<file path="src/rtl/riscv_ctrl_pkg.sv">
// Shared encodings for the RV32I control path: FSM states, opcodes and the
// select/ALUOp codes understood by alu_decoder and the datapath muxes.
package riscv_ctrl_pkg;

  typedef enum logic [3:0] {
    S_FETCH,
    S_DECODE,
    S_MEMADR,
    S_MEMREAD,
    S_MEMWB,
    S_MEMWRITE,
    S_EXECUTER,
    S_EXECUTEI,
    S_ALUWB,
    S_BEQ,
    S_JAL,
    S_TRAP
  } state_t;

  localparam logic [6:0] OP_LW  = 7'b0000011;
  localparam logic [6:0] OP_SW  = 7'b0100011;
  localparam logic [6:0] OP_R   = 7'b0110011;
  localparam logic [6:0] OP_I   = 7'b0010011;
  localparam logic [6:0] OP_BEQ = 7'b1100011;
  localparam logic [6:0] OP_JAL = 7'b1101111;

  localparam logic [1:0] ALUOP_ADD   = 2'b00;
  localparam logic [1:0] ALUOP_SUB   = 2'b01;
  localparam logic [1:0] ALUOP_FUNCT = 2'b10;

  localparam logic [1:0] RES_ALUOUT    = 2'b00;
  localparam logic [1:0] RES_DATA      = 2'b01;
  localparam logic [1:0] RES_ALURESULT = 2'b10;

  localparam logic [1:0] SRCA_PC    = 2'b00;
  localparam logic [1:0] SRCA_OLDPC = 2'b01;
  localparam logic [1:0] SRCA_RS1   = 2'b10;

  localparam logic [1:0] SRCB_RS2  = 2'b00;
  localparam logic [1:0] SRCB_IMM  = 2'b01;
  localparam logic [1:0] SRCB_FOUR = 2'b10;

  localparam logic [1:0] IMM_I = 2'b00;
  localparam logic [1:0] IMM_S = 2'b01;
  localparam logic [1:0] IMM_B = 2'b10;
  localparam logic [1:0] IMM_J = 2'b11;

  localparam logic CAUSE_ILLEGAL     = 1'b0;
  localparam logic CAUSE_MEM_TIMEOUT = 1'b1;

endpackage

</file>
<file path="src/rtl/instr_imm_decoder.sv">
// Opcode to immediate-format select; purely combinational so the single-cycle
// main decoder can reuse it unchanged.
module instr_imm_decoder
  import riscv_ctrl_pkg::*;
(
  input  logic [6:0] i_op,
  output logic [1:0] o_immSrc
);

  always_comb begin
    o_immSrc = IMM_I;
    case (i_op)
      OP_SW:   o_immSrc = IMM_S;
      OP_BEQ:  o_immSrc = IMM_B;
      OP_JAL:  o_immSrc = IMM_J;
      default: o_immSrc = IMM_I;
    endcase
  end

endmodule

</file>
<file path="src/rtl/multicycle_controller.sv">
// Main control FSM of the multicycle RV32I core, with a memory request/ready
// handshake, a watchdog on memory waits and a sticky trap state.
module multicycle_controller
  import riscv_ctrl_pkg::*;
#(
  parameter int MEM_WAIT_MAX = 255,
  parameter int WD_W         = 8
) (
  input  logic       clk,
  input  logic       rst,
  input  logic [6:0] op,
  input  logic       Zero,
  input  logic       mem_ready,
  output logic       mem_req,
  output logic       AdrSrc,
  output logic       MemWrite,
  output logic       IRWrite,
  output logic       PCWrite,
  output logic       RegWrite,
  output logic [1:0] ResultSrc,
  output logic [1:0] ALUSrcA,
  output logic [1:0] ALUSrcB,
  output logic [1:0] ALUOp,
  output logic [1:0] ImmSrc,
  output logic       instr_done,
  output logic       trap,
  output logic       trap_cause
);

  // The watchdog fires on the wait cycle that would bring the count to the limit.
  localparam logic [WD_W-1:0] WD_LIMIT =
    (MEM_WAIT_MAX > 0) ? WD_W'(MEM_WAIT_MAX - 1) : '0;

  state_t          r_state;
  logic [WD_W-1:0] r_wdCount;
  logic            r_trap;
  logic            r_trapCause;

  state_t          w_nextState;
  logic            w_nextTrapCause;
  logic            w_inWait;
  logic            w_wdExpire;
  logic [WD_W-1:0] w_wdSat;
  logic [WD_W-1:0] w_wdCountNext;
  logic            w_memReq;
  logic            w_memWrite;
  logic            w_irWrite;
  logic            w_pcWrite;
  logic            w_regWrite;
  logic            w_instrDone;

  instr_imm_decoder u_immDecoder (
    .i_op     (op),
    .o_immSrc (ImmSrc)
  );

  assign w_inWait = (r_state == S_FETCH) || (r_state == S_MEMREAD) ||
                    (r_state == S_MEMWRITE);
  assign w_wdExpire = (MEM_WAIT_MAX != 0) && w_inWait && !mem_ready &&
                      (r_wdCount >= WD_LIMIT);
  assign w_wdSat = (&r_wdCount) ? r_wdCount : r_wdCount + 1'b1;
  assign w_wdCountNext = (w_inWait && !mem_ready && !w_wdExpire) ? w_wdSat : '0;

  always_ff @(posedge clk) begin
    if (!rst) begin
      r_state     <= S_FETCH;
      r_wdCount   <= '0;
      r_trap      <= 1'b0;
      r_trapCause <= 1'b0;
    end else begin
      r_state     <= w_nextState;
      r_wdCount   <= w_wdCountNext;
      r_trap      <= (w_nextState == S_TRAP);
      r_trapCause <= w_nextTrapCause;
    end
  end

  always_comb begin
    w_nextState     = r_state;
    w_nextTrapCause = r_trapCause;
    w_memReq        = 1'b0;
    w_memWrite      = 1'b0;
    w_irWrite       = 1'b0;
    w_pcWrite       = 1'b0;
    w_regWrite      = 1'b0;
    w_instrDone     = 1'b0;
    AdrSrc          = 1'b0;
    ResultSrc       = RES_ALUOUT;
    ALUSrcA         = SRCA_PC;
    ALUSrcB         = SRCB_RS2;
    ALUOp           = ALUOP_ADD;
    case (r_state)
      S_FETCH: begin
        w_memReq  = 1'b1;
        ALUSrcB   = SRCB_FOUR;
        ResultSrc = RES_ALURESULT;
        w_irWrite = mem_ready;
        w_pcWrite = mem_ready;
        if (mem_ready) w_nextState = S_DECODE;
      end
      S_DECODE: begin
        ALUSrcA = SRCA_OLDPC;
        ALUSrcB = SRCB_IMM;
        case (op)
          OP_LW, OP_SW: w_nextState = S_MEMADR;
          OP_R:         w_nextState = S_EXECUTER;
          OP_I:         w_nextState = S_EXECUTEI;
          OP_BEQ:       w_nextState = S_BEQ;
          OP_JAL:       w_nextState = S_JAL;
          default: begin
            w_nextState     = S_TRAP;
            w_nextTrapCause = CAUSE_ILLEGAL;
          end
        endcase
      end
      S_MEMADR: begin
        ALUSrcA     = SRCA_RS1;
        ALUSrcB     = SRCB_IMM;
        w_nextState = (op == OP_SW) ? S_MEMWRITE : S_MEMREAD;
      end
      S_MEMREAD: begin
        w_memReq = 1'b1;
        AdrSrc   = 1'b1;
        if (mem_ready) w_nextState = S_MEMWB;
      end
      S_MEMWB: begin
        ResultSrc   = RES_DATA;
        w_regWrite  = 1'b1;
        w_instrDone = 1'b1;
        w_nextState = S_FETCH;
      end
      S_MEMWRITE: begin
        w_memReq   = 1'b1;
        AdrSrc     = 1'b1;
        w_memWrite = 1'b1;
        if (mem_ready) begin
          w_instrDone = 1'b1;
          w_nextState = S_FETCH;
        end
      end
      S_EXECUTER: begin
        ALUSrcA     = SRCA_RS1;
        ALUSrcB     = SRCB_RS2;
        ALUOp       = ALUOP_FUNCT;
        w_nextState = S_ALUWB;
      end
      S_EXECUTEI: begin
        ALUSrcA     = SRCA_RS1;
        ALUSrcB     = SRCB_IMM;
        ALUOp       = ALUOP_FUNCT;
        w_nextState = S_ALUWB;
      end
      S_ALUWB: begin
        w_regWrite  = 1'b1;
        w_instrDone = 1'b1;
        w_nextState = S_FETCH;
      end
      S_BEQ: begin
        ALUSrcA     = SRCA_RS1;
        ALUSrcB     = SRCB_RS2;
        ALUOp       = ALUOP_SUB;
        w_pcWrite   = Zero;
        w_instrDone = 1'b1;
        w_nextState = S_FETCH;
      end
      S_JAL: begin
        ALUSrcA     = SRCA_OLDPC;
        ALUSrcB     = SRCB_FOUR;
        w_pcWrite   = 1'b1;
        w_nextState = S_ALUWB;
      end
      S_TRAP: w_nextState = S_TRAP;
      default: w_nextState = S_FETCH;
    endcase
    // A stalled memory wait overrides whatever the state would otherwise do.
    if (w_wdExpire) begin
      w_nextState     = S_TRAP;
      w_nextTrapCause = CAUSE_MEM_TIMEOUT;
    end
  end

  assign mem_req    = w_memReq & rst;
  assign MemWrite   = w_memWrite & rst;
  assign IRWrite    = w_irWrite & rst;
  assign PCWrite    = w_pcWrite & rst;
  assign RegWrite   = w_regWrite & rst;
  assign instr_done = w_instrDone & rst;
  assign trap       = r_trap;
  assign trap_cause = r_trapCause;

endmodule

</file>
<file path="config.mk">
export PLATFORM = sky130hd
export DESIGN_NAME = multicycle_controller
export DESIGN_NICKNAME = d
export VERILOG_FILES = /design/src/rtl/riscv_ctrl_pkg.sv /design/src/rtl/instr_imm_decoder.sv /design/src/rtl/multicycle_controller.sv
export SDC_FILE = /design/constraint.sdc
export NUM_CORES = 1
export LEC_CHECK = 0
export ABC_AREA = 1
export CELL_PAD_IN_SITES_DETAIL_PLACEMENT = 0
export CELL_PAD_IN_SITES_GLOBAL_PLACEMENT = 1
export CORE_ASPECT_RATIO = 1.1
export CORE_MARGIN = 4
export CORE_UTILIZATION = 32
export DETAILED_ROUTE_END_ITERATION = 8
export PLACE_DENSITY_LB_ADDON = 0.1
export SETUP_SLACK_MARGIN = 0.05
export SLEW_MARGIN = 0
export SYNTH_ARGS = -nofsm -noshare
export SYNTH_HDL_FRONTEND = slang
export SYNTH_HIERARCHICAL = 1
export SYNTH_SLANG_ARGS = --single-unit
</file>
<file path="constraint.sdc">
create_clock -name clk -period 1.5 [get_ports clk]
set_input_delay 0.225 -clock clk [delete_from_list [all_inputs] [get_ports clk]]
set_output_delay 0.225 -clock clk [all_outputs]
set_load 0.1 [all_outputs]
</file>
## Yosys cells after proc, flatten, opt, wreduce, memory -nomap -nowiden

Index checks and enable logic that the tools add are counted.

- Add/sub/neg operators: 1
- $lt $le $gt $ge: 1
- Equal/unequal tests: 19
- Muxes and demuxes: 23
- Bitwise logic cells: 6
- Reduce and logical (&&, ||, !) cells: 24

Operator list:

| operator | count |
|---|---|
| $pmux 4 s7 | 1 |
| $eq 4x4->1 const B | 5 |
| $pmux 4 s5 | 1 |
| $eq 4x3->1 const B | 4 |
| $mux 4 | 4 |
| $pmux 2 s2 | 4 |
| $eq 7x6->1 const B | 2 |
| $eq 7x7->1 const B | 2 |
| $reduce_or 2->1 | 6 |
| $reduce_or 3->1 | 4 |
| $mux 1 | 9 |
| $add 8x1->8 const B | 1 |
| $eq 4x2->1 const B | 2 |
| $ge 8x8->1 const B | 1 |
| $reduce_and 8->1 | 1 |
| $eq 7x2->1 const B | 1 |
| $eq 7x5->1 const B | 1 |
| $and 1x1->1 | 6 |
| $pmux 2 s3 | 1 |
| $reduce_or 6->1 | 1 |
| $eq 4x1->1 const B | 1 |
| $logic_not 4->1 | 1 |
| $reduce_and 2->1 | 2 |
| $reduce_or 4->1 | 1 |
| 8 further kinds | 12 |

- Bits in registers: 14
- Output and inout port bits: 19
- Logic and storage cells: 78

## Depth between registers and ports, before layout

- Depth after elaboration: 8
- Mapped depth: 11
- Gate-level depth less buffers: 11

## Modules after synthesis

The synthesis kept the hierarchy.

Modules (own cells, without submodules):

| module | instances | cells an instance | area each (µm²) | seq. area each (µm²) |
|---|---|---|---|---|
| multicycle_controller | 1 | 168 | 1063.5 | 280.3 |
| instr_imm_decoder | 1 | 17 | 68.8 | 0.0 |

## Worst setup path after synthesis

Ideal clock, no wire load.

- Path type: register -> output
- Start: register r_state[1]
- End: output PCWrite
- Arrival time: 3667 ps
- Data required time: 1275 ps
- Path slack: -2392 ps
- Stages on the path, launching flop included: 6
- Buffers on the path: 0
- Cells stage by stage: dfxtp_1 -> inv_2 -> nand2_4 -> nor2_1 -> nand2_1 -> a31oi_1

- Cells in the longest elaborated chain, start to end: 3

RTL lines:

| element | RTL line | RTL |
|---|---|---|
| start: declaration | multicycle_controller.sv:34 | `state_t r_state;` |
| start signal: assignment | multicycle_controller.sv:71 | `r_state <= w_nextState;` |
| $eq 4x4->1 / $logic_not 4->1 (equally long branches) | multicycle_controller.sv:92 | `case (r_state)` |
| $pmux 1 s3 * | multicycle_controller.sv:92 |  |
| $and 1x1->1 * | multicycle_controller.sv:185 | `assign PCWrite = w_pcWrite & rst;` |
| end: declaration | multicycle_controller.sv:18 | `output logic PCWrite,` |

Every way passes the cells marked *; elsewhere a longest branch is shown, timed or not.

## Final worst setup path

- Start: register r_state[3]
- End: output mem_req

- Cells in the longest elaborated chain, start to end: 4

RTL lines:

| element | RTL line | RTL |
|---|---|---|
| $eq 4x2->1, or another cell as far along | multicycle_controller.sv:92 |  |
| $reduce_or 3->1 (no line) * | n/a |  |
| $mux 1 * | multicycle_controller.sv:92 |  |
| $and 1x1->1 * | multicycle_controller.sv:182 | `assign mem_req = w_memReq & rst;` |
| end: declaration | multicycle_controller.sv:14 | `output logic mem_req,` |

Marked as above.

==> flow_metrics.tcl <==
set metrics [dict create \
    final_cells 291 \
    tightest_slew_ps 385 \
    total_power_mw 3.03 \
    drc 0 \
    r2r_cells 9 \
    finalCritPeriodShare_pct 113 \
    placed_cells 273 \
    fin_tns_setup_ps -1390 \
    first_iter_violations 33 \
    fmax_mhz 592 \
    routabilityCongestion 0.798 \
    grt-ovfl-total 0 \
    wl_met3_um 85 \
    worst_slack_ps -190 \
    wl_met1_um 1300 \
    p_per_area_nw_per_um2 1340 \
    start_kind "register" \
    clk_pin_slew_ps 90 \
    grt_setup_unrepaired "yes" \
    grt_antenna_before_repair 0 \
    hold_viol 0 \
    drive_above_1_share_pct 52.3 \
    synth_cell_type_count 26 \
    cap_viol_max_count 0 \
    cts_tree "done" \
    cts_root_buffer "clkbuf_4" \
    synth_top_area_share_pct 24.8 \
    critPathBufInv 2 \
    min_from "trap_cause$_SDFFE_PN0P_" \
    num_vias 1311 \
    crit_chain "inv_4 > nand2_4 > nor2_4 > nor2_4 > a21oi_4 > buf_12" \
    synth_top_cell_by_area "dfxtp_1" \
    grt_start_max_net_pins 9 \
    fin_skew_ps 1.70 \
    highest_layer "met4" \
    area_growth_pct 99.6 \
    nets 257 \
    grt_pass1_vias 1247 \
    syn-cell-area_sq_um 1130 \
    min_to "trap_cause$_SDFFE_PN0P_" \
    required_ps 1270 \
    min_path_type "reg2reg" \
    post-route-min-period_ps 1690 \
    port_buffers 29 \
    dieArea_sq_um 4560 \
    rows 22 \
    final-setup-viol-count 13 \
    synthTopCellsByArea "dfxtp_1, nand2_1, nor2_1, inv_1, nand3_1" \
    viasPerCell 4.51 \
    dpl_worst_slack_ps -154 \
    syn_nets 198 \
    leakage_nw 0.948 \
    fill_cells 277 \
    cts_buffer_depth 2 \
    ir_drop_v 0.000684 \
    core-area_sq_um 3360 \
    violations "setup timing" \
    ios 30 \
    yosysWarnings 6 \
    insertion_delay_ps 290 \
    dieHeight_um 70.4 \
    first_pass_iters 4 \
    status "finished, violations left" \
    avgRoutedWirePerCell_um 11.4 \
    antenna_left 0 \
    track_usage_pct 14.4 \
    dp_hpwl_um 2490 \
    syn_inst 185 \
    synth-seq-cells 14 \
    ys_seq_area_share_pct 24.8 \
    drt-total-wl_um 3320 \
    cts.sinks 14 \
    critPathCaptureType "output pin" \
    drv_slew 0 \
    die_width_um 64.7 \
    htreeDepth 1 \
    start_util_pct 33.7 \
    whs_path_depth 2 \
    grt_pass1_wl_um 5240 \
    crit_fanout 6 \
    antennaDiodeCount 0 \
    reg2reg_to "r_wdCount[7]$_SDFFE_PN0N_" \
    critPathSlowestCell "dfxtp_4" \
    rrSetupSlack_ps 0 \
    path_class "reg2out" \
    reg2reg_from "r_state[3]$_SDFF_PN0_" \
    numCtsBuffers 3 \
    syn_area_per_cell_sq_um 6.12 \
    crit_path_frequent_cell "nor2_4" \
    routed-wl-met2_um 1840 \
    slew_headroom_pct 74.1 \
    ctsHoldBuffers 0 \
    arrival_ps 1460 \
    crit_family "flip-flops" \
    cp_slowest_stage_delay_ps 380 \
]
[cells in the mapped netlist, drive strengths merged]
cell,instances
nand2,57
nor3b,1
inv,32
o32ai,1
xor2,2
clkbuf,1
nor2,38
a31oi,4
dfxtp,14
or2,1
o21ai,4
ha,2
nor3,1
clkinv,1
a211oi,1
o211ai,2
a21oi,10
nand3,13
[cells by family after synthesis]
family | Yosys count | share of synthesized area (%)
buffers and inverters | 34 | 11.3
AO/OA/AOI/OAI | 22 | 13.6
flip-flops | 14 | 24.8
adder cells (fa/ha/maj) | 2 | 2.21
XOR/XNOR | 2 | 1.55
AND/OR/NAND/NOR | 111 | 46.6
[final cells by class]
| type | count | area [sq um] | share of cell area [%] |
|---|---|---|---|
| sequential | 14 | 298 | 13.2 |
| tap | 48 | 60.1 | 2.66 |
| clock buffer | 4 | 36.3 | 1.61 |
| multi-input combinational | 137 | 996 | 44.1 |
| timing repair buffer | 55 | 719 | 31.8 |
| inverter | 33 | 150 | 6.64 |
[worst max-delay path by stage]
stage	from	endpoint	slack, ps	cells past startpoint
finish	r_state[3]$_SDFF_PN0_	mem_req	-190	6
global route	r_state[2]$_SDFF_PN0_	ALUSrcB[0]	-240	5
CTS	r_state[1]$_SDFF_PN0_	instr_done	-200	6
detailed placement	op[3]	trap$_SDFF_PN0_	-150	9
global placement	op[3]	trap$_SDFF_PN0_	-110	9
floorplan	r_state[3]$_SDFF_PN0_	ALUSrcB[0]	-670	3
[timing repair]
| action | in CTS | in global routing |
|---|---|---|
| pin swaps | 16 | 15 |
| endpoints found under the setup margin | 14 | 27 |
| gates resized for setup | 35 | 26 |
| buffers inserted | 10 | 5 |
[sequential cells by signal (all words and copies together) (netlist names)]
| name | cells |
|---|---|
| r_wdCount | 8 |
| trap_cause | 1 |
| r_state | 4 |
| trap | 1 |
[metrics by stage]
stage / utilization [%] / instance area (sq um) / hold slack, ps
2_1_floorplan: - / 1260 / 453
3_3_place_gp: 56.6 / 1900 / 489
3_5_place_dp: 56.6 / 1900 / 495
4_1_cts: 62.7 / 2110 / 508
5_1_grt: 67.3 / 2260 / 523
6_report: 67.3 / 2260 / 503
[tightest hold or removal path: stages, from the launching register on]
cell and delay [ps]:
dfxtp_1 340, nand2_1 70, a21oi_1 50
[metal layers]
metal  vias to the layer above  GRT usage [%]
met5                         -              0
met4                         0           5.63
met3                         8           1.77
met2                        24           29.1
met1                       590           14.1
li1                        689              -
[cell usage in the layout (no fill, tap or decap), types with 2 or more instances in the layout]
cell type	Yosys	routed
o211ai_1	2	2
a21oi_4	2	2
inv_4	0	4
nor2_4	2	17
ha_1	2	2
xor2_1	2	2
nand2_2	6	13
buf_12	0	22
nand2_8	0	2
a31oi_4	0	3
nand2_1	49	37
dlygate4sd2_1	0	7
inv_1	24	19
buf_4	0	19
clkbuf_4	0	3
o21ai_0	4	4
nor2_1	30	17
dfxtp_1	14	8
a21oi_2	0	3
dfxtp_2	0	2
nand2_4	2	5
nand3_1	10	6
nand3_2	2	4
clkdlybuf4s50_1	0	3
buf_6	0	4
inv_2	8	7
dfxtp_4	0	4
nor2_2	6	4
nand3_4	1	3
a21oi_1	8	5
[power by group]
part	switching, mW	internal, mW
Clock	0.129	0.148
Combinational	1.37	0.900
Sequential	0.0681	0.414
No activity file was read; power rests on OpenSTA's default activity.
